File: src/rtl/audio_aes_pkg.sv
// Shared definitions for the audio-to-AES block sequencer: sequencer states
// and the default block geometry.
package audio_aes_pkg;

    localparam int BYTES_PER_BLOCK_DEFAULT = 16;
    localparam int DATA_W_DEFAULT          = 8;
    localparam int CNT_W_DEFAULT           = 16;
    localparam int BLOCK_W                 = BYTES_PER_BLOCK_DEFAULT * DATA_W_DEFAULT;
    localparam logic [7:0] PAD_BYTE_DEFAULT = 8'h00;

    typedef enum logic [2:0] {
        S_COLLECT = 3'd0,
        S_PAD     = 3'd1,
        S_START   = 3'd2,
        S_WAIT    = 3'd3,
        S_OUT     = 3'd4
    } seq_state_t;

endpackage

File: src/rtl/byte_block_packer.sv
// Packs bytes into a cipher block, first byte in the most significant lane.
// Pad bytes enter through the same shift path so a short block is filled
// exactly like a full one. next_full flags that the next shift completes it.
module byte_block_packer
    import audio_aes_pkg::*;
#(
    parameter int NBYTES = BYTES_PER_BLOCK_DEFAULT,
    parameter int DW = DATA_W_DEFAULT,
    parameter logic [DW-1:0] PAD = PAD_BYTE_DEFAULT
) (
    input  logic                            clk,
    input  logic                            rst_n,
    input  logic                            clear,
    input  logic                            byte_en,
    input  logic [DW-1:0]                   byte_in,
    input  logic                            pad_en,
    output logic [NBYTES*DW-1:0]            block,
    output logic [$clog2(NBYTES+1)-1:0]     count,
    output logic                            next_full
);

    localparam int BW = NBYTES * DW;
    localparam int CW = $clog2(NBYTES + 1);

    // Shift one byte (data or pad) in at the bottom; clear empties the block.
    always_ff @(posedge clk or negedge rst_n) begin
        if (!rst_n) begin
            block <= '0;
            count <= '0;
        end else if (clear) begin
            block <= '0;
            count <= '0;
        end else if (byte_en || pad_en) begin
            block <= {block[BW-DW-1:0], (byte_en ? byte_in : PAD)};
            count <= count + CW'(1);
        end
    end

    // The block becomes full on the shift taken while this is high.
    always_comb begin
        next_full = (count == CW'(NBYTES - 1));
    end

endmodule

File: src/rtl/audio_block_sequencer.sv
// Collects audio bytes into cipher blocks (zero-padding a short final block),
// launches the AES core with a one-cycle start, waits for done and offers the
// ciphertext downstream.
//
// Handshake: a transfer happens on a rising clk edge where valid && ready are
// both high. A source holds data stable while valid is high and ready is low;
// ready never depends combinationally on valid.
module audio_block_sequencer
    import audio_aes_pkg::*;
#(
    parameter int BYTES_PER_BLOCK = BYTES_PER_BLOCK_DEFAULT,
    parameter int DATA_W = DATA_W_DEFAULT,
    parameter logic [DATA_W-1:0] PAD_BYTE = PAD_BYTE_DEFAULT,
    parameter int CNT_W = CNT_W_DEFAULT
) (
    input  logic                                clk,
    input  logic                                rst_n,
    input  logic [DATA_W-1:0]                   in_data,
    input  logic                                in_valid,
    input  logic                                in_last,
    output logic                                in_ready,
    output logic                                aes_start,
    output logic [BYTES_PER_BLOCK*DATA_W-1:0]   aes_block_in,
    input  logic                                aes_done,
    input  logic [BYTES_PER_BLOCK*DATA_W-1:0]   aes_block_out,
    output logic [BYTES_PER_BLOCK*DATA_W-1:0]   out_block,
    output logic                                out_valid,
    input  logic                                out_ready,
    output logic                                out_last,
    output logic [CNT_W-1:0]                    blk_count,
    output logic                                busy,
    output logic [2:0]                          state_dbg
);

    localparam int CW = $clog2(BYTES_PER_BLOCK + 1);

    seq_state_t    state, nxt;
    logic          run_q;
    logic          last_q;
    logic          byte_en;
    logic          pad_en;
    logic          clear;
    logic [CW-1:0] pk_count;
    logic          pk_next_full;

    byte_block_packer #(
        .NBYTES (BYTES_PER_BLOCK),
        .DW     (DATA_W),
        .PAD    (PAD_BYTE)
    ) u_packer (
        .clk       (clk),
        .rst_n     (rst_n),
        .clear     (clear),
        .byte_en   (byte_en),
        .byte_in   (in_data),
        .pad_en    (pad_en),
        .block     (aes_block_in),
        .count     (pk_count),
        .next_full (pk_next_full)
    );

    // Status outputs decode registered state only; run_q keeps in_ready low
    // until the first clock after reset release.
    always_comb begin
        in_ready  = run_q && (state == S_COLLECT);
        aes_start = (state == S_START);
        out_valid = (state == S_OUT);
        out_last  = (state == S_OUT) && last_q;
        busy      = !((state == S_COLLECT) && (pk_count == '0));
        state_dbg = state;
    end

    // Next-state and packer control.
    always_comb begin
        nxt     = state;
        byte_en = 1'b0;
        pad_en  = 1'b0;
        clear   = 1'b0;
        case (state)
            S_COLLECT: begin
                if (in_valid && in_ready) begin
                    byte_en = 1'b1;
                    if (pk_next_full)  nxt = S_START;
                    else if (in_last)  nxt = S_PAD;
                end
            end
            S_PAD: begin
                pad_en = 1'b1;
                if (pk_next_full) nxt = S_START;
            end
            S_START: nxt = S_WAIT;
            S_WAIT: begin
                if (aes_done) nxt = S_OUT;
            end
            S_OUT: begin
                if (out_ready) begin
                    clear = 1'b1;
                    nxt   = S_COLLECT;
                end
            end
            default: nxt = S_COLLECT;
        endcase
    end

    // State register.
    always_ff @(posedge clk or negedge rst_n) begin
        if (!rst_n) state <= S_COLLECT;
        else        state <= nxt;
    end

    // Goes high on the first clock after reset release and stays high.
    always_ff @(posedge clk or negedge rst_n) begin
        if (!rst_n) run_q <= 1'b0;
        else        run_q <= 1'b1;
    end

    // Remember that the stream ended inside the current block.
    always_ff @(posedge clk or negedge rst_n) begin
        if (!rst_n)                   last_q <= 1'b0;
        else if (clear)               last_q <= 1'b0;
        else if (byte_en && in_last)  last_q <= 1'b1;
    end

    // Capture the ciphertext only while waiting on the core; strays are ignored.
    always_ff @(posedge clk or negedge rst_n) begin
        if (!rst_n)                              out_block <= '0;
        else if ((state == S_WAIT) && aes_done)  out_block <= aes_block_out;
    end

    // Count delivered blocks; wraps naturally at the counter width.
    always_ff @(posedge clk or negedge rst_n) begin
        if (!rst_n)     blk_count <= '0;
        else if (clear) blk_count <= blk_count + CNT_W'(1);
    end

endmodule

File: config.mk
export PLATFORM = sky130hd
export DESIGN_NAME = audio_block_sequencer
export DESIGN_NICKNAME = d
export VERILOG_FILES = /design/src/rtl/audio_aes_pkg.sv /design/src/rtl/byte_block_packer.sv /design/src/rtl/audio_block_sequencer.sv
export SDC_FILE = /design/constraint.sdc
export NUM_CORES = 1
export LEC_CHECK = 0
export ABC_AREA = 1
export BUFFER_PORTS_ARGS = -buffer_cell sky130_fd_sc_hd__clkbuf_2
export CAP_MARGIN = 20
export CORE_ASPECT_RATIO = 1.4
export CORE_MARGIN = 10
export CORE_UTILIZATION = 45
export CTS_BUF_LIST = sky130_fd_sc_hd__clkbuf_2
export DETAILED_ROUTE_END_ITERATION = 12
export PLACE_DENSITY = 0.74
export SLEW_MARGIN = 40
export SYNTH_ARGS = -nofsm -noshare
export SYNTH_HDL_FRONTEND = slang
export SYNTH_SLANG_ARGS = --single-unit
File: constraint.sdc
create_clock -name clk -period 2.1 [get_ports clk]
set_input_delay 0 -clock clk [delete_from_list [all_inputs] [get_ports clk]]
set_output_delay 0 -clock clk [all_outputs]
set_load 0.01 [all_outputs]
# --- After elaboration in Yosys (flattened, before gate mapping) ---
# Index checks and enable logic that the tools add are counted.
# Widths: inputs -> output; s select.
totals:
  in_bits: 142
  wordCells: 51
  register_bits: 282
op_classes:
  mux: 19
  n_reduce_logical: 13
  add_sub_neg: 2
  eq_ne: 10
op_table:
  columns: ["op", "count"]
  rows:
  - ["$mux 128", 2]
  - ["$mux 3", 6]
  - ["$add 16x1->16 const B", 1]
  - ["$pmux 3 s5", 1]
  - ["$mux 5", 2]
  - ["$mux 8", 1]
  - ["$mux 1", 7]
  - ["$eq 3x2->1 const B", 2]
  - ["$logic_and 1x1->1", 6]
  - ["$add 5x1->5 const B", 1]
  - ["$eq 5x4->1 const B", 1]
  - ["$logic_not 5->1", 1]
  - ["$reduce_and 5->1", 1]
  - ["$ne 2x1->1 const B", 2]
  - ["$ne 2x2->1 const B", 2]
  - ["$reduce_bool 2->1", 2]
  - ["$eq 3x1->1 const B", 1]
  - ["$eq 3x3->1 const B", 1]
  - ["$logic_not 3->1", 1]
  - ["$ne 3x3->1 const B", 1]
  - ["$logic_not 1->1", 1]
  - ["$logic_or 1x1->1", 1]

# --- Depth between registers and ports, before layout ---
# Gate-level depths: netlist of the first run.
logic_depth:
  ltp_word: 8
  depth_mapped: 11
  mapped_depth_nobuf: 11

# --- Modules after synthesis ---
# Synthesis of the first run repeated with hierarchy kept, for this count alone.
hier_totals:
  hier_cells: 983
  hier_area_um2: 11850.1
modules_own_cells:
  columns: ["module", "n_inst", "seq_area_each_um2", "area_per_inst_um2", "cells_per_inst"]
  rows:
  - ["audio_block_sequencer", 1, 3728.6, 6433.7, 442]
  - ["byte_block_packer", 1, 3328.2, 5416.4, 541]

# --- Least setup slack after synthesis of the first run ---
# OpenSTA, ideal clock, no wires.
synth_path:
  kind: "register to register"
  startpoint: "register state[1], in the netlist state_dbg[1]"
  endpoint: "register u_packer.block[100]"
  arrival_ns: 1.478
  period_less_slack_ns: 1.594
  path_buffers: 2
  stages_incl_launch_ff: 11
  setup_time_ns: 0.117
  path_slack_ns: 0.506
  required_ns: 1.983
  path_cell_list: "dfrtp_1 -> nor2_4 -> nand2_2 -> nor2_2 -> nand2_2 -> nand2_4 -> nor2_4 -> buf_6 -> buf_6 -> nand2_1 -> nand2_1"
synth_via:
  elab_chain_cells: 7
  word_cells_on_any_way: 12
synth_lines:
  columns: ["element", "line", "text"]
  rows:
  - ["start: declaration", "audio_block_sequencer.sv:37", "seq_state_t state, nxt;"]
  - ["start signal: assignment", "audio_block_sequencer.sv:108", "else state <= nxt;"]
  - ["$logic_not 3->1", "audio_block_sequencer.sv:65", "in_ready = run_q && (state == S_COLLECT);"]
  - ["$logic_and 1x1->1", "audio_block_sequencer.sv:65", null]
  - ["net in_ready", "audio_block_sequencer.sv:21", "output logic in_ready,"]
  - ["$logic_and 1x1->1", "audio_block_sequencer.sv:81", "if (in_valid && in_ready) begin"]
  - ["$mux 1", "audio_block_sequencer.sv:81", null]
  - ["$mux 1", "audio_block_sequencer.sv:79", "case (state)"]
  - ["$logic_or 1x1->1", "byte_block_packer.sv:33", "end else if (byte_en || pad_en) begin"]
  - ["$reduce_bool 2->1 (no line)", null, null]
  - ["end signal: assignment", "byte_block_packer.sv:34", "block <= {block[BW-DW-1:0], (byte_en ? byte_in : PAD)};"]
  - ["end: declaration", "byte_block_packer.sv:17", "output logic [NBYTES*DW-1:0] block,"]
# The timed path passes the listed nets, and every way through them passes these cells.
# A chain may end at the register's enable or synchronous reset.

# --- Final worst setup path of the first run ---
layout_path:
  startpoint: "register state[0], in the netlist state_dbg[0]"
  endpoint: "register out_block[94]"
layout_via:
  elab_chain_cells: 2
layout_lines:
  columns: ["element", "line", "text"]
  rows:
  - ["$eq 3x2->1", "audio_block_sequencer.sv:127", "else if ((state == S_WAIT) && aes_done) out_block <= aes_block_out;"]
  - ["$logic_and 1x1->1", "audio_block_sequencer.sv:127", null]
  - ["end signal: assignment", "audio_block_sequencer.sv:127", null]
  - ["end: declaration", "audio_block_sequencer.sv:26", "output logic [BYTES_PER_BLOCK*DATA_W-1:0] out_block,"]
# No other way between the ends.

==> reports/results.tsv, run 1 <==
metric	value	unit
FFs w/ async S/R, synth	100.0	%
fillers	1740	
initial core utilization	45.61	%
Nets	1918	
first-pass GRT wire length	70.23	mm
routability cong.	0.8711	
Clock Path Buffers	3	
critical path class	flop to flop	
grt ovf	0	
count of final setup violators	0	
yosys synthesis warning count	0	
layout cell share with drive strength beyond 1	37.36	%
worst endpoint required time	2820	ps
Die Height	209.8	um
post-synth cell types	28	
Buffers on Ports	421	
DRT Wirelength	46.00	mm
htree depth	3	
vias post-DR	10778	
leakage power	0.009958	uW
post-DR wirelength/cell	21.53	um
detailed placement HPWL	25.00	mm
Arrival @ worst endpoint	2750	ps
Reg area	7059	um^2
clk slew on worst S/H paths	110	ps
CTS Sinks	282	
Area Growth Syn to Fin	51.34	%
num ports	422	
Worst Tran Pin Value	534.0	ps
Vias per Instance	5.044	
flops & latches, synth	282	
Die ar.	32630	um^2
MaxCap Viol Count	0	
Num CTS Buffers	69	
core area	25380	um^2
Peak VDD IR	796.4	uV
Setup crit end kind	flop	
Final Slew Violations	0	
Top FF cell, synth	dfrtp_1	
worst rel slew slack	64.40	%
nature of the critical path startpoint	flop	
hold slack final	231.1	ps
RSZ-0062 raised after global routing	false	
gr usage total	27.50	%
Syn Nets	1146	
PwrDens	1285	nW/um^2
ratio of final minimum period to clock period	96.53	%
Min-Delay Path Class	input port to flop	
largest net degree at the start of global routing	128	
synthesized area per cell	11.58	um^2
initial antenna violation count	5	
final setup TNS	0	ps
Crit Path Max Fanout	18	
fmax	493.3	MHz
Worst-Skew Late Latency	890	ps
gate count of the mapped netlist	1000	
EDFF count, synth	0	
Antenna Violating Nets Remaining	0	
DR iter-0 viols	629	
vias in the first global route	11655	
root buffer cell	clkbuf_2	
post-layout minimum cycle time	2027	ps
post-synthesis sequential area ratio	60.95	%
row count	69	
post-CTS setup buffer count	0	
First-pass DRT Iterations	5	
multi-input logic area	3981	um^2
Post-Syn Area	11580	um^2
CTS tree	built	
outcome	finished clean	
Horiz. Die Dim	155.6	um
skew final	72.29	ps
Final Hold Vio Count	0	
remaining routing DRC violations	0	
[cells in the final DEF (no fill, tap or decap), drive strengths merged, types with 4 or more instances in the layout]
cell	synthesis	layout
diode	0	6
dlygate4sd3	0	304
mux2	128	128
xor2	6	6
ha	4	4
nand2	447	447
nor2	23	23
clkbuf	0	516
nand3	12	12
inv	32	32
buf	42	17
clkinv	0	16
o21ai	5	5
nand4	9	9
xnor2	4	4
dfrtp	282	282
[worst paths after layout]
| check | from | endpoint | slack, ps | cells past startpoint |
|---|---|---|---|---|
| worst max register to register | state_dbg[0] | out_block[94] | 70 | 5 |
| worst max-delay path | state_dbg[0] | out_block[94] | 70 | 5 |
| max in group asynchronous | rst_n | out_block[72] | 1370 | 4 |
| worst min register to register | u_packer.block[68] | u_packer.block[76] | 480 | 2 |
| min in group asynchronous | rst_n | out_block[68] | 320 | 4 |
| worst min-delay path | in_valid | state_dbg[1] | 230 | 6 |
[cells in the mapped netlist, types with 2 or more instances]
master	count	share of area, %
nand2_1	443	14
dfrtp_1	282	61
mux2_4	109	14
inv_1	31	1.0
buf_2	19	0.82
mux2_2	19	1.8
nor2_1	19	0.62
nand3_1	12	0.52
buf_6	11	1.1
buf_12	10	1.7
nand4_1	9	0.49
xor2_1	6	0.45
o21ai_0	5	0.22
ha_1	4	0.43
xnor2_1	4	0.30
nand2_2	3	0.16
nor2_2	2	0.11
nor2_4	2	0.19
[worst max-delay path, cell delays in order, from the launching register on]
cell           delay [ps]
dfrtp_2               470
nand2_1               140
nor2_4                180
nand2_8               180
mux2_2                340
dlygate4sd3_1         600
[power breakdown]
part	switching, uW	internal (uW)
clock network	2310	1190
registers	1890	7560
logic	5260	4300
total	9460	13100
[metal layers]
layer	routed length, um	GRT usage, %	vias up
met5	0	0	-
met4	2770	16.79	0
met3	3585	8.410	176
met2	24170	47.10	624
met1	15470	28.82	5244
li1	-	-	4734
[repair_timing]
| action | CTS | global route |
|---|---|---|
| endpoints found under the hold margin | 563 | 0 |
| setup endpoints to repair | 0 | 23 |
| hold buffers | 305 | 0 |
| resized for setup | 0 | 8 |
[cell families after synthesis]
| group | after synthesis | synth area share, % |
|---|---|---|
| other | 1 | 0.03239 |
| buffers and inverters | 74 | 4.820 |
| flip-flops | 282 | 60.95 |
| multiplexers | 128 | 15.98 |
| AO/OA/AOI/OAI | 7 | 0.3134 |
| XOR/XNOR | 10 | 0.7565 |
| AND/OR/NAND/NOR | 494 | 16.71 |
| adder cells (fa/ha/maj) | 4 | 0.4323 |
[cell type report]
class / count / share of cell area [%]
well taps: 319 / 2.278
multi-input cells: 644 / 22.72
clock inverters: 17 / 0.3785
inverters: 32 / 0.7070
diodes: 6 / 0.08570
repair buffers: 743 / 30.85
clock buffers: 94 / 2.685
flip-flops and latches: 282 / 40.29
[through the flow]
stage	util (%)	worst slack [ps]	power, uW	std cells	area [um^2]
2_1_floorplan	-	505.6	13970	1000	11580
3_3_place_gp	54.62	318.4	17380	1714	13860
3_5_place_dp	54.62	251.4	17660	1714	13860
4_1_cts	68.84	55.08	21710	2130	17470
5_1_grt	69.02	3.066	23810	2136	17520
6_report	69.03	72.82	22520	2137	17520
[state kept, by name, indices dropped and copies added (netlist names)]
name and flops:
last_q 1, blk_count 16, u_packer.block 128, out_block 128, state_dbg 3, u_packer.count 5
run_q 1
Note: power is estimated with default switching activity, not from simulation.
==> run 2: changes to the inputs <==
--- a/config.mk
+++ b/config.mk
@@ -8,7 +8,6 @@
 export ABC_AREA = 1
 export BUFFER_PORTS_ARGS = -buffer_cell sky130_fd_sc_hd__clkbuf_2
 export CAP_MARGIN = 20
-export CORE_ASPECT_RATIO = 1.4
 export CORE_MARGIN = 10
 export CORE_UTILIZATION = 45
 export CTS_BUF_LIST = sky130_fd_sc_hd__clkbuf_2
==> reports/results.tsv, run 2 (synthesis results as in run 1) <==
metric	value	unit
Final Hold Vio Count	0	
num ports	422	
root buffer cell	clkbuf_2	
Peak VDD IR	873.4	uV
vias post-DR	10762	
commonest non-fill, non-tap cell in the layout	clkbuf_2	
critical path class	flop to flop	
fillers	1738	
design area	17630	um^2
Worst Tran Pin Value	740.6	ps
remaining routing DRC violations	0	
leakage power	0.01002	uW
final setup TNS	-15.45	ps
slowest library cell on the worst path	dlygate4sd3_1	
vias in the first global route	11847	
post-DR wirelength/cell	20.94	um
skew final	78.64	ps
DRT Wirelength	45.02	mm
initial core utilization	45.84	%
PnR worst setup slack	-15.45	ps
routability cong.	0.8635	
Final Slew Violations	0	
RSZ-0062 raised after global routing	true	
count of final setup violators	1	
CTS tree	built	
detailed placement HPWL	24.87	mm
worst endpoint required time	2810	ps
core area	25250	um^2
Buffers on Ports	421	
grt ovf	0	
ratio of final minimum period to clock period	100.7	%
DP Area	13980	um^2
Num CTS Buffers	74	
Reg area	7058	um^2
Die ar.	32540	um^2
largest net degree at the start of global routing	126	
multi-input logic area	3995	um^2
Area Growth Syn to Fin	52.32	%
commonest non-fill, non-tap cells in the layout	517 x clkbuf_2, 442 x nand2_1, 287 x dlygate4sd3_1	
Arrival @ worst endpoint	2820	ps
outcome	finished, violations left	
hold slack final	99.80	ps
Clock Path Buffers	3	
layout cell share with drive strength beyond 1	38.71	%
Nets	1920	
met1 global-route usage	27.64	%
worst rel slew slack	50.58	%
Regs by FF count	out_block x128, u_packer.block x128, blk_count x16	
PwrDens	1315	nW/um^2
MaxCap Viol Count	0	
htree depth	3	
Vias per Instance	5.006	
GR Util met3	8.655	%
Setup crit end kind	flop	
gr usage total	26.69	%
Horiz. Die Dim	180.4	um
failing checks	setup timing	
row count	58	
Crit Path Max Fanout	8	
Die Height	180.4	um
post-layout minimum cycle time	2115	ps
Antenna Violating Nets Remaining	0	
first-pass GRT wire length	68.68	mm
met2 usage	45.84	%
clk slew on worst S/H paths	110	ps
initial antenna violation count	4	
fmax	472.7	MHz
CTS Sinks	282	
nature of the critical path startpoint	flop	
crit path cell chain	nor2_4 -> nand2_2 -> nor2_2 -> nand2_2 -> clkinvlp_4 -> nand2_1 -> dlygate4sd3_1 -> nand2_2	
First-pass DRT Iterations	5	
DR iter-0 viols	797	
Worst-Skew Late Latency	830	ps
most frequent CP cell	nand2_2	
Min-Delay Path Class	input port to flop	
GR peak layer	met2	
CP max stage delay	630	ps
[run 2: cell types whose count changed in the layout (fill, tap and decap cells not counted), sizes merged]
cell          previous run  this run
dlygate4sd3            304       287
diode                    6         4
buf                     17        31
dlymetal6s4s             0         1
bufinv                   0         4
clkbuf                 516       517
nor2                    23        24
[run 2: metal layers]
layer  vias to the layer above  share of wire [%]
met5                         -                  0
met4                         0                6.7
met3                       190                8.7
met2                       630                 50
met1                      5201                 34
li1                       4741                  -
[run 2: layout make-up]
class | count | area share [%]
multi-input cells | 645 | 22.66
inverters | 32 | 0.7024
clock inverters | 21 | 1.071
flip-flops and latches | 282 | 40.02
repair buffers | 739 | 30.40
diodes | 4 | 0.05676
clock buffers | 97 | 2.753
well taps | 330 | 2.341
[run 2: worst max-delay path: cells and delay by family (launching register included)]
kind	cells	cell delay, ps
flops	1	460
buf+inv	2	830
simple gates	6	740
[run 2: report_power, final]
group | internal, uW | switching, uW
combinational | 4300 | 5250
clock | 1730 | 2420
sequential | 7560 | 1930
total | 13600 | 9590
[run 2: worst paths after layout]
| kind | end | slack (ps) | start | depth (start not counted) |
|---|---|---|---|---|
| max reg2reg | u_packer.block[4] | -20 | state_dbg[1] | 8 |
| max | u_packer.block[4] | -20 | state_dbg[1] | 8 |
| min reg2reg | u_packer.block[106] | 480 | u_packer.block[98] | 2 |
| max in group asynchronous | out_block[25] | 1020 | rst_n | 4 |
| min in group asynchronous | out_block[127] | 310 | rst_n | 3 |
| min | out_block[25] | 100 | aes_block_out[25] | 3 |
[run 2: timing repair]
action,CTS,global route
buffers inserted,0,6
endpoints found under the setup margin,0,107
resized for setup,0,9
hold buffers,289,0
endpoints found under the hold margin,563,0
[run 2: stage by stage]
step	instances	power (uW)	worst slack, ps	utilization [%]
finish	2150	23190	-15.45	69.83
global route	2150	24380	-68.35	69.83
CTS	2140	22250	3.765	69.47
detailed placement	1733	17740	83.61	55.34
global placement	1733	17470	153.8	55.34
floorplan	1000	13970	505.6	-
